$ cat config.mk
export PLATFORM = sky130hd
export DESIGN_NAME = line_clear
export DESIGN_NICKNAME = d
export VERILOG_FILES = /design/src/rtl/tetris_pkg.sv /design/src/rtl/lc_row_full.sv /design/src/rtl/line_clear.sv
export SDC_FILE = /design/constraint.sdc
export NUM_CORES = 2
export LEC_CHECK = 0
export CAP_MARGIN = 40
export CORE_ASPECT_RATIO = 0.5
export CORE_MARGIN = 3
export CORE_UTILIZATION = 37
export CTS_CLUSTER_SIZE = 40
export DETAILED_ROUTE_END_ITERATION = 7
export GPL_ROUTABILITY_DRIVEN = 1
export SKIP_LAST_GASP = 1
export SYNTH_ARGS = -nofsm -noshare
export SYNTH_HDL_FRONTEND = slang
export SYNTH_SLANG_ARGS = --single-unit
$ cat constraint.sdc
create_clock -name clk -period 13.3 [get_ports clk]
set_input_delay 3.99 -clock clk [delete_from_list [all_inputs] [get_ports clk]]
set_output_delay 3.99 -clock clk [all_outputs]
set_load 0.02 [all_outputs]
$ cat src/rtl/tetris_pkg.sv
// Shared Tetris datapath types: board geometry, line-clear FSM states,
// and a row-slice helper for the flat r*COLS+c board layout.
package tetris_pkg;

  localparam int BOARD_ROWS = 20;
  localparam int BOARD_COLS = 10;
  localparam int BOARD_BITS = BOARD_ROWS * BOARD_COLS;

  typedef enum logic [1:0] {
    LC_IDLE   = 2'd0,
    LC_SCAN   = 2'd1,
    LC_FILL   = 2'd2,
    LC_FINISH = 2'd3
  } lc_state_t;

  function automatic logic [BOARD_COLS-1:0] row_slice(
    input logic [0:BOARD_BITS-1] b,
    input int unsigned           r
  );
    return b[r*BOARD_COLS +: BOARD_COLS];
  endfunction

endpackage

$ cat src/rtl/lc_row_full.sv
// Full-row detector: row (COLS bits) in, full=1 when every cell is set.
// Ports: row, full.
module lc_row_full
  import tetris_pkg::*;
#(
  parameter int COLS = BOARD_COLS
) (
  input  logic [COLS-1:0] row,
  output logic            full
);

  assign full = &row;

endmodule

$ cat src/rtl/line_clear.sv
// Row-elimination stage: snapshots a board on start, removes full rows
// by in-place compaction, zero-fills the top, publishes board and counts.
// Ports: clk, clrn, start, board_in -> busy, done, board_out, lines,
// total_lines (saturating running total).
module line_clear
  import tetris_pkg::*;
#(
  parameter int ROWS  = BOARD_ROWS,
  parameter int COLS  = BOARD_COLS,
  parameter int TOT_W = 16
) (
  input  logic                 clk,
  input  logic                 clrn,
  input  logic                 start,
  input  logic [0:ROWS*COLS-1] board_in,
  output logic                 busy,
  output logic                 done,
  output logic [0:ROWS*COLS-1] board_out,
  output logic [2:0]           lines,
  output logic [TOT_W-1:0]     total_lines
);

  localparam int BW = ROWS * COLS;
  localparam int IW = $clog2(BW);
  localparam logic [4:0] LAST = 5'(ROWS - 1);

  lc_state_t state, state_nx;

  logic [4:0]      rd;
  logic [4:0]      wr;
  logic [4:0]      n;
  logic [0:BW-1]   work;
  logic [IW-1:0]   rd_base;
  logic [IW-1:0]   wr_base;
  logic [COLS-1:0] rd_row;
  logic            rd_full;
  logic [4:0]      n_scan;
  logic [2:0]      n_sat;
  logic [TOT_W:0]  tot_sum;

  assign rd_base = IW'(int'(rd) * COLS);
  assign wr_base = IW'(int'(wr) * COLS);
  assign rd_row  = work[rd_base +: COLS];

  lc_row_full #(
    .COLS(COLS)
  ) u_full (
    .row (rd_row),
    .full(rd_full)
  );

  // n including the row under the read pointer this edge
  assign n_scan = n + 5'(rd_full);

  // more than 4 rows cannot occur in legal play; report at most 4
  assign n_sat   = (n > 5'd4) ? 3'd4 : n[2:0];
  assign tot_sum = {1'b0, total_lines} + (TOT_W+1)'(n_sat);

  assign busy = (state != LC_IDLE);

  always_ff @(posedge clk or negedge clrn) begin
    if (!clrn) state <= LC_IDLE;
    else       state <= state_nx;
  end

  always_comb begin
    state_nx = state;
    unique case (state)
      LC_IDLE: begin
        if (start) state_nx = LC_SCAN;
      end
      LC_SCAN: begin
        if (rd == LAST)
          state_nx = (n_scan != 5'd0) ? LC_FILL : LC_FINISH;
      end
      LC_FILL: begin
        if (wr == LAST) state_nx = LC_FINISH;
      end
      LC_FINISH: state_nx = LC_IDLE;
      default:   state_nx = LC_IDLE;
    endcase
  end

  // wr never passes rd, so the kept row is copied down in place
  always_ff @(posedge clk or negedge clrn) begin
    if (!clrn) begin
      rd          <= '0;
      wr          <= '0;
      n           <= '0;
      work        <= '0;
      board_out   <= '0;
      lines       <= '0;
      total_lines <= '0;
      done        <= 1'b0;
    end else begin
      done <= 1'b0;
      unique case (state)
        LC_IDLE: begin
          if (start) begin
            work <= board_in;
            rd   <= '0;
            wr   <= '0;
            n    <= '0;
          end
        end
        LC_SCAN: begin
          rd <= rd + 5'd1;
          if (rd_full) begin
            n <= n_scan;
          end else begin
            work[wr_base +: COLS] <= rd_row;
            wr <= wr + 5'd1;
          end
        end
        LC_FILL: begin
          work[wr_base +: COLS] <= '0;
          wr <= wr + 5'd1;
        end
        LC_FINISH: begin
          board_out   <= work;
          lines       <= n_sat;
          total_lines <= tot_sum[TOT_W] ? {TOT_W{1'b1}}
                                        : tot_sum[TOT_W-1:0];
          done        <= 1'b1;
        end
        default: ;
      endcase
    end
  end

endmodule

==> impl_metrics.py <==
metrics = {
    "die": {
        "fp.dieArea_um2": 85610,
        "fp.dieW_um": 410.8,
        "ios": 424,
        "core_um2": 80290,
        "row_count": 73,
        "die_h_um": 208.4,
        "start_util": 0.3776,
    },
    "detailed_routing": {
        "post-route-drc-count": 0,
        "drt-wirelength-per-cell_um": 40.26,
        "ant_nets": 0,
        "viasPerCell": 6.893,
        "initialDrtViolationCount": 5029,
        "vias": 31351,
        "dr.pass1.iters": 7,
        "routed_wl_um": 183100,
    },
    "synth": {
        "synth_edf_count": 0,
        "synth_cell_types": 93,
        "synth-main-ff-cell": "dfrtp_1",
        "synthXorXnorAreaFrac": 0.005201,
        "syn_area_um2": 30310,
        "yosys.area_share.simple": 0.1266,
        "synthCells": 3074,
        "synth.net_count": 3306,
        "synth_area_per_cell_um2": 9.861,
        "seq_area_frac_synth": 0.3608,
        "yosys.area.top_type": "dfrtp_1",
        "ys_ff_latch": 437,
        "synth_top_area_frac": 0.3608,
        "synth_mux_area_frac": 0.2355,
        "yosys_warnings": 0,
        "synth_area_leaders": "dfrtp_1 36%, mux4_2 10%, mux2_2 8.5%, nand2_1 4.4%, mux2i_1 4.4%",
        "synth_top_family_by_area": "multiplexers",
        "synth_compound_area_frac": 0.2067,
        "synthAdderAreaFrac": 0.01271,
        "async_reset_ff_frac": 1.000,
    },
    "cells_and_area": {
        "fillers": 7515,
        "area_growth_pct": 23.09,
        "mostFrequentLayoutCell": "dfrtp_1",
        "mostFrequentLayoutCells": "435 x dfrtp_1, 422 x clkdlybuf4s50_1, 359 x nand2_1",
        "layout.nets": 3642,
        "drive_gt1_frac": 0.1785,
    },
    "clock_network": {
        "clk_latency_ns": 0.65,
        "cts_sinks": 437,
        "clock-root-buffer": "clkbuf_16",
        "htreeDepth": 2,
        "clkTransAtPathRegs_ns": 0.07,
        "hold_buffers": 0,
        "post_cts_buffers": 0,
        "numCtsBuffers": 45,
        "post_cts_resized": 0,
        "cts_tree": "done",
        "clock_path_buffers": 3,
    },
    "timing": {
        "rsz0062_at_grt": "no",
        "worstMarginPinSlew_ns": 1.151,
        "finalSetupTns_ns": 0,
        "finClkSkew_ns": 0.04503,
        "fin_crit_sh": 0.5954,
        "min_period_ns": 7.919,
        "drv_slew": 0,
        "layout_setup_ws_ns": 5.381,
        "setup_violations": 0,
        "slew_headroom": 0.2328,
        "fmax_mhz": 126.3,
        "final-hold-violation-count": 0,
    },
    "grt": {
        "gr-usage-all-layers": 0.4159,
        "grt_pass1_vias": 29613,
        "overflow": 0,
        "grt_pass1_wl_um": 248700,
        "grt_max_degree": 209,
        "antenna_found_initial": 26,
    },
    "hold_path": {
        "min_to": "board_out[172]",
        "min_path_cells": 1,
        "hp-class": "reg2reg",
        "hold_start": "board_out[172]",
    },
    "critical_path": {
        "r2r_start": "rd[1]",
        "cp.required_ns": 13.81,
        "r2r-end": "work[89]",
        "cp-start-kind": "register",
        "r2r_cells": 17,
        "end_kind": "register",
        "crit_arrival_ns": 8.43,
        "r2r_slack_ns": 5.38,
        "crit_type": "reg2reg",
        "path_max_fanout": 63,
    },
    "placed_design": {
        "port_buffers": 423,
        "hpwl_um": 141000,
        "gp_congestion": 1.057,
        "pre_cts_slack_ns": 5.610,
    },
    "outcome": {
        "outcome": "finished, final reports clean",
    },
    "flow_run": {
        "cap_violations": 0,
    },
}
## stage by stage
stage,cells,cell area (um2),hold WS (ns),util
3_3_place_gp,4417,35260,0.4897,0.4391
4_1_cts,4529,37210,0.5091,0.4635
2_1_floorplan,3074,30310,0.4774,-
5_1_grt,4535,37280,0.5239,0.4643
6_report,4548,37310,0.5056,0.4647
3_5_place_dp,4447,35590,0.4951,0.4432
## sequential cells by signal, indices dropped and copies added (netlist names), 2 cells and up
register and cells:
board_out 200, work 200, total_lines 16, n 5, rd 5, wr 5
lines 3, state 2
## cell usage after synthesis, types with 32 or more instances
| master | n |
|---|---|
| o2bb2ai_1 | 39 |
| o211ai_1 | 38 |
| dfrtp_1 | 437 |
| a22o_1 | 41 |
| o21ai_0 | 259 |
| o22ai_1 | 32 |
| nor2_1 | 214 |
| a21oi_1 | 166 |
| clkbuf_1 | 145 |
| a31oi_1 | 43 |
| mux4_2 | 139 |
| inv_1 | 41 |
| mux2i_1 | 133 |
| nand2_1 | 359 |
| buf_2 | 42 |
| mux2_2 | 229 |
| nand3_1 | 83 |
| a22oi_1 | 64 |
## worst max path at each step
stage          startpoint        end  slack (ns)  cells past startpoint
2_1_floorplan       start  work[160]        7.97                      7
3_3_place_gp        start  work[185]        5.39                      8
3_5_place_dp        start  work[121]        5.61                      9
4_1_cts             rd[1]   work[89]        5.60                     17
5_1_grt             rd[1]   work[89]        5.06                     17
6_report            rd[1]   work[89]        5.38                     17
## routing by layer
metal	GRT usage	up-vias	wire, um
met3	0.2352	443	30530
met2	0.5367	2358	70410
met4	0.1435	18	7210
met1	0.5702	16120	74390
met5	0.02058	-	549
li1	-	12412	-
## critical path: stages, from the launching register on
cell and delay, ns:
dfrtp_4 0.81, ha_1 0.39, ha_4 0.64, buf_4 0.46, buf_4 0.55, mux4_2 0.41, mux4_2 0.47, nor2_1 0.24
a211oi_1 0.12, nor4_2 0.32, buf_4 0.26, o21bai_1 0.17, or4b_1 0.57, and2_4 0.77, buf_4 0.46, buf_16 0.31
nand4_1 0.33, o221ai_1 0.31
## layout make-up
type	count	area (um2)	share of cell area
multi-input combinational	2341	17870	0.4788
sequential	437	10940	0.2933
timing repair buffer	542	5313	0.1424
tap	1087	1360	0.03645
clock buffer	59	1240	0.03323
clock inverter	23	385.4	0.01033
inverter	43	163.9	0.004393
antenna	16	40.04	0.001073
## cell families after synthesis
kind of cell    Yosys count
mux                     506
buf+inv                 296
xor+xnor                 18
compound gates          940
flops                   437
fa+ha+maj                29
simple gates            848
Power is left out: the tool's default activity adds up to more than one toggle a clock period on the data nets, which glitch-free logic cannot reach.
